File: src/rtl/fifo_wr_arbiter.sv
// Purpose: round-robin arbiter sharing one FIFO write port among NREQ valid/ready producers, bounded bursts per grant.
// Latency: valid seen in IDLE at edge N -> owner at N+1 -> first write in the cycle after N+1; one idle cycle between grants.
// Backpressure: fifo_full drops the owner's ready and the write strobe combinationally; grant and beat count hold while full.
module fifo_wr_arbiter #(
    parameter int NREQ  = 4,
    parameter int WIDTH = 8,
    parameter int BURST = 4,
    parameter int IDW   = 2
) (
    input  logic                  clk,
    input  logic                  rst_n,
    input  logic [NREQ-1:0]       req_valid,
    input  logic [NREQ*WIDTH-1:0] req_data,
    input  logic [NREQ-1:0]       req_last,
    output logic [NREQ-1:0]       req_ready,
    input  logic                  fifo_full,
    output logic                  fifo_write,
    output logic [WIDTH-1:0]      fifo_data,
    output logic [IDW-1:0]        grant_id,
    output logic                  busy
);

    typedef enum logic {
        ST_IDLE  = 1'b0,
        ST_GRANT = 1'b1
    } state_t;

    state_t           state;
    logic [IDW-1:0]   rr_ptr;
    logic [7:0]       beat_cnt;

    logic [WIDTH-1:0] data_arr [NREQ];

    logic [2*NREQ-1:0] valid_dbl;
    logic [NREQ-1:0]   valid_rot;
    logic              pick_vld;
    logic [IDW-1:0]    pick_off;
    logic [IDW:0]      pick_sum;
    logic [IDW-1:0]    pick_id;

    logic              own_valid;
    logic              own_last;
    logic              xfer;
    logic              burst_done;
    logic              release_now;
    logic [IDW:0]      next_sum;
    logic [IDW-1:0]    next_ptr;

    // Flat data bus split per requester so the owner's slice is a plain lookup.
    for (genvar g = 0; g < NREQ; g++) begin : g_unpack
        assign data_arr[g] = req_data[g*WIDTH +: WIDTH];
    end

    // Rotate valids so bit 0 sits at rr_ptr; the lowest set bit of the rotation is the next owner.
    always_comb begin
        valid_dbl = {req_valid, req_valid} >> rr_ptr;
        valid_rot = valid_dbl[NREQ-1:0];
        pick_vld  = |valid_rot;
        pick_off  = '0;
        for (int j = NREQ - 1; j >= 0; j--) begin
            if (valid_rot[j]) begin
                pick_off = IDW'(j);
            end
        end
        pick_sum = {1'b0, rr_ptr} + {1'b0, pick_off};
        if (pick_sum >= (IDW+1)'(NREQ)) begin
            pick_sum = pick_sum - (IDW+1)'(NREQ);
        end
        pick_id = pick_sum[IDW-1:0];
    end

    // Owner handshake, release decision and the pointer that follows the current owner.
    always_comb begin
        own_valid  = req_valid[grant_id];
        own_last   = req_last[grant_id];
        xfer       = (state == ST_GRANT) && rst_n && own_valid && !fifo_full;
        burst_done = (beat_cnt + 8'd1) == 8'(BURST);
        // Owner going idle only counts while the FIFO can accept; a full FIFO freezes the grant.
        release_now = (state == ST_GRANT) &&
                      ((xfer && (own_last || burst_done)) || (!fifo_full && !own_valid));
        next_sum = {1'b0, grant_id} + (IDW+1)'(1);
        if (next_sum >= (IDW+1)'(NREQ)) begin
            next_sum = '0;
        end
        next_ptr = next_sum[IDW-1:0];
    end

    // Write-port outputs track the owner combinationally; reset low suppresses any further write at once.
    always_comb begin
        req_ready  = '0;
        fifo_write = 1'b0;
        fifo_data  = '0;
        if ((state == ST_GRANT) && rst_n) begin
            req_ready[grant_id] = !fifo_full;
            fifo_write          = xfer;
            fifo_data           = data_arr[grant_id];
        end
    end

    // Arbitration FSM: pick an owner in IDLE, count beats and release in GRANT.
    always_ff @(posedge clk) begin
        if (!rst_n) begin
            state    <= ST_IDLE;
            rr_ptr   <= '0;
            beat_cnt <= '0;
            grant_id <= '0;
            busy     <= 1'b0;
        end else begin
            case (state)
                ST_IDLE: begin
                    if (pick_vld) begin
                        grant_id <= pick_id;
                        beat_cnt <= '0;
                        state    <= ST_GRANT;
                        busy     <= 1'b1;
                    end
                end
                ST_GRANT: begin
                    if (xfer) begin
                        beat_cnt <= beat_cnt + 8'd1;
                    end
                    if (release_now) begin
                        state  <= ST_IDLE;
                        busy   <= 1'b0;
                        rr_ptr <= next_ptr;
                    end
                end
                default: begin
                    state <= ST_IDLE;
                    busy  <= 1'b0;
                end
            endcase
        end
    end

endmodule

File: config.mk
export PLATFORM = sky130hd
export DESIGN_NAME = fifo_wr_arbiter
export DESIGN_NICKNAME = d
export VERILOG_FILES = /design/src/rtl/fifo_wr_arbiter.sv
export SDC_FILE = /design/constraint.sdc
export NUM_CORES = 1
export LEC_CHECK = 0
export ABC_AREA = 1
export ABC_CLOCK_PERIOD_IN_PS = 2700
export CELL_PAD_IN_SITES_DETAIL_PLACEMENT = 1
export CELL_PAD_IN_SITES_GLOBAL_PLACEMENT = 2
export CORE_MARGIN = 10
export CORE_UTILIZATION = 21
export DETAILED_ROUTE_END_ITERATION = 7
export PLACE_DENSITY_LB_ADDON = 0.1
export SYNTH_ARGS = -nofsm -noshare
export SYNTH_HDL_FRONTEND = slang
export SYNTH_SLANG_ARGS = --single-unit
File: constraint.sdc
create_clock -name clk -period 2.7 [get_ports clk]
set_clock_uncertainty 0.05 [all_clocks]
set_input_delay 0.675 -clock clk [delete_from_list [all_inputs] [get_ports clk]]
set_output_delay 0.675 -clock clk [all_outputs]
set_load 0.01 [all_outputs]
==> results.txt <==
The cell area reported after detailed placement came out at 2090 um2. The quantity of gates resized following cts came out at 14. The largest total area in the synthesized netlist belongs to dfxtp_1. Of all flip-flops after synthesis, the portion carrying an async set or reset was 0%. The dominant combinational cell family by area after synthesis is simple AND/OR/NAND/NOR gates. The number of diodes added for antenna fixing came out at 0. The number of routed nets with antenna violations came out at 0.

The hold buffer count at cts came out at 0. The worst-case clock buffer depth came out at 2. The total count of hold-check failures in the final report is 0. Global routing consumed, on the met1 layer, 13.2% of the routing resources. The number of global-route vias before repair is 1704. The sum of net half-perimeters after detailed placement is 4310 um. The routed wirelength normalized by instance count came out at 14.2 um. The number of max-slew violations in the final report was 0. The die covers 9910 um2.

Yosys instantiated no cell more often than nand2_1. The arithmetic-cell share of the synthesized area counting full adders, half adders and majority gates is 6.59%. The top cell type by area accounts for 21.1% of the synthesized area.

In the global route stage, met3 resource usage came out at 2.49%. The worst setup path is captured at a primary output. The global-route wire length before repair is 8830 um. The region available for standard cell placement spans 6030 um2.

Timing analysis after detailed placement gives a worst setup slack of -0.274 ns. The met2 global-route usage is 18.5%. The post-route worst hold slack came out at 0.439 ns.

The last weighted congestion value of the routability-driven placer came out at 0.738. For this configuration, the core starts out at a cell density of 22.1%. The total congestion overflow after global routing is 0. The number of enable flip-flop cells after synthesis is 0. In the synthesized netlist the dominant register cell turns out to be dfxtp_1. The worst IR drop on VDD came out at 0.236 mV. Yosys printed 0 warnings.

STA puts the critical path data required time at 1.98 ns. The synthesized netlist devotes 20.0% of its cell area to compound gates. The cell area after synthesis came out at 1330 um2. The number of antenna violations at the first check in global routing is 0. The flow ran to the end, and the final reports show no timing, DRC or antenna violations. The total DRC errors in the routed layout came out at 0. Multiplexer cells account for 0% of the synthesized area.

The setup path with the least slack is of type input pin to primary output. The final layout net count is 351. The maximum number of pins on one net before global-route repair is 15.

The tightest min-delay check is of the flop to flop type. The total iterations of the first detailed-routing run is 4. TritonCTS created 3 clock buffers. The power per standard cell area came out at 462 nW/um2. The total of flip-flops plus latches after synthesis is 14. The growth of design area from synthesis to finish is 60.1%. The insertion delay of the later-clocked pin in the worst-skew pair came out at 0.25 ns. Sorting the synthesized cells by area gives the leading types as dfxtp_1 21%, nand2_1 17%, nor2_1 14%.

The count of max-cap constraint violations came out at 0. The number of DRC markers after the initial detailed-route iteration is 41. With fillers left out, the area of the finished cells amounts to 2130 um2. The number of setup buffers added after CTS is 0. For this run, the top clock speed supported by timing is 385 MHz.

Counting instances in the post-synthesis netlist gives the leading cell types as 59 x nand2_1, 50 x nor2_1, 20 x a21oi_1. The share of the clock period used by the worst path is 96.2%. The number of nets in the synthesized netlist is 280. Measured against its own limit, the worst slew margin works out to 80.8%.

After synthesis, flip-flops and latches occupy 21.1% of the total area. The aggregate routed wire length is 5340 um. The deepest level of the CTS H-tree is 1.

In this run the worst path has a maximum fanout of 11. In the final layout, the share of cells above drive strength 1 is 10.7%. In the post-route analysis, the smallest setup slack over all paths is 0.102 ns. The mean area per synthesized cell is 5.78 um2. After clock tree synthesis, the clock-pin slew on the worst setup and hold paths is 0.06 ns.

After synthesis, the netlist uses 27 different library cells. The total clock sinks is 14. The slew at the pin closest to its max-slew limit came out at 0.288 ns.

The root buffer cell is clkbuf_8. Setup repair after global routing left no endpoint under its margin. The row count is 28. The count of final setup violators came out at 0. The simple-gate portion of the synthesized area is 42.2%. The arrival time of the worst setup path came out at 1.87 ns. The count of boundary I/O pins came out at 59.

met2 is the most crowded layer. In this run, placement finished with an instance count of 371. TritonCTS built the clock tree. The post-route minimum period came out at 2.60 ns. The via count came out at 1701. Using the TritonRoute via totals, the vias-per-cell ratio works out to 4.54.

Excluding fillers, the count of instances in the completed layout stands at 375. The number of instances in the synthesized netlist is 230. Overall power consumption after layout is estimated at 982 uW. The analysis attributes to cell leakage a power of 0.913 nW. The kind of launch point of the worst setup path is an input pin. Input and output buffers added on the ports amount to 58. The die span in y is 99.5 um.

From left edge to right edge, the die measures 99.5 um. The XOR/XNOR share of the synthesized area is 1.98%. The global-route usage over all layers is 10.9%.
critical path: stages:
cell and delay [ns]:
clkdlybuf4s50_1 0.48, nand2_1 0.10, buf_4 0.19, a21oi_1 0.13, dlygate4sd2_1 0.29
metal layers:
| layer | share of wire [%] | up-vias |
|---|---|---|
| li1 | - | 881 |
| met1 | 48 | 779 |
| met2 | 46 | 36 |
| met3 | 4.3 | 5 |
| met4 | 1.2 | 0 |
| met5 | 0 | - |
cell type report:
type	instances	area [um2]
clock buffer	4	55.1
fill	795	3900
inverter	18	67.6
multi-input combinational	189	942
sequential	14	280
tap	75	93.8
timing repair buffer	75	688
flip-flops by register name, summed over array words and instances (netlist names):
name,cells
beat_cnt,8
state,1
rr_ptr,2
busy,1
grant_id,2
where the power goes:
| part | switching [mW] | total [mW] | internal [mW] |
|---|---|---|---|
| Sequential | 0.0185 | 0.243 | 0.224 |
| Clock | 0.0849 | 0.215 | 0.130 |
| Combinational | 0.284 | 0.525 | 0.240 |
| Total | 0.388 | 0.982 | 0.594 |
cell families after synthesis:
group | Yosys count
buf+inv | 27
fa+ha+maj | 7
simple gates | 131
compound gates | 48
xor+xnor | 3
flops | 14
path summary, 6_finish.rpt:
check / cells after the start / start / to / slack [ns]
setup / recovery: 5 / rst_n / fifo_data[7] / 0.10
hold / removal: 2 / busy$_SDFFE_PN0P_ / busy$_SDFFE_PN0P_ / 0.44
setup reg to reg: 12 / beat_cnt[0]$_SDFFE_PN0P_ / state$_SDFF_PN0_ / 0.74
hold reg to reg: 2 / busy$_SDFFE_PN0P_ / busy$_SDFFE_PN0P_ / 0.44
metrics by stage:
| step | utilization [%] | TNS (ns) |
|---|---|---|
| 2_1_floorplan | - | 0 |
| 3_3_place_gp | 34.7 | -2.08 |
| 3_5_place_dp | 34.7 | -2.24 |
| 4_1_cts | 35.3 | 0 |
| 5_1_grt | 35.3 | 0 |
| 6_report | 35.3 | 0 |
layout by cell type, fill, tap and decap left out, types with 3 or more instances in the layout:
cell,count
nand2_1,59
o21ai_0,19
clkdlybuf4s50_1,45
dlygate4sd2_1,12
buf_4,17
nor2_4,3
a21oi_1,20
nor2_1,49
clkbuf_8,4
dfxtp_1,14
inv_1,17
nand3_1,11
ha_1,7
No activity file was read; power rests on OpenSTA's default activity.
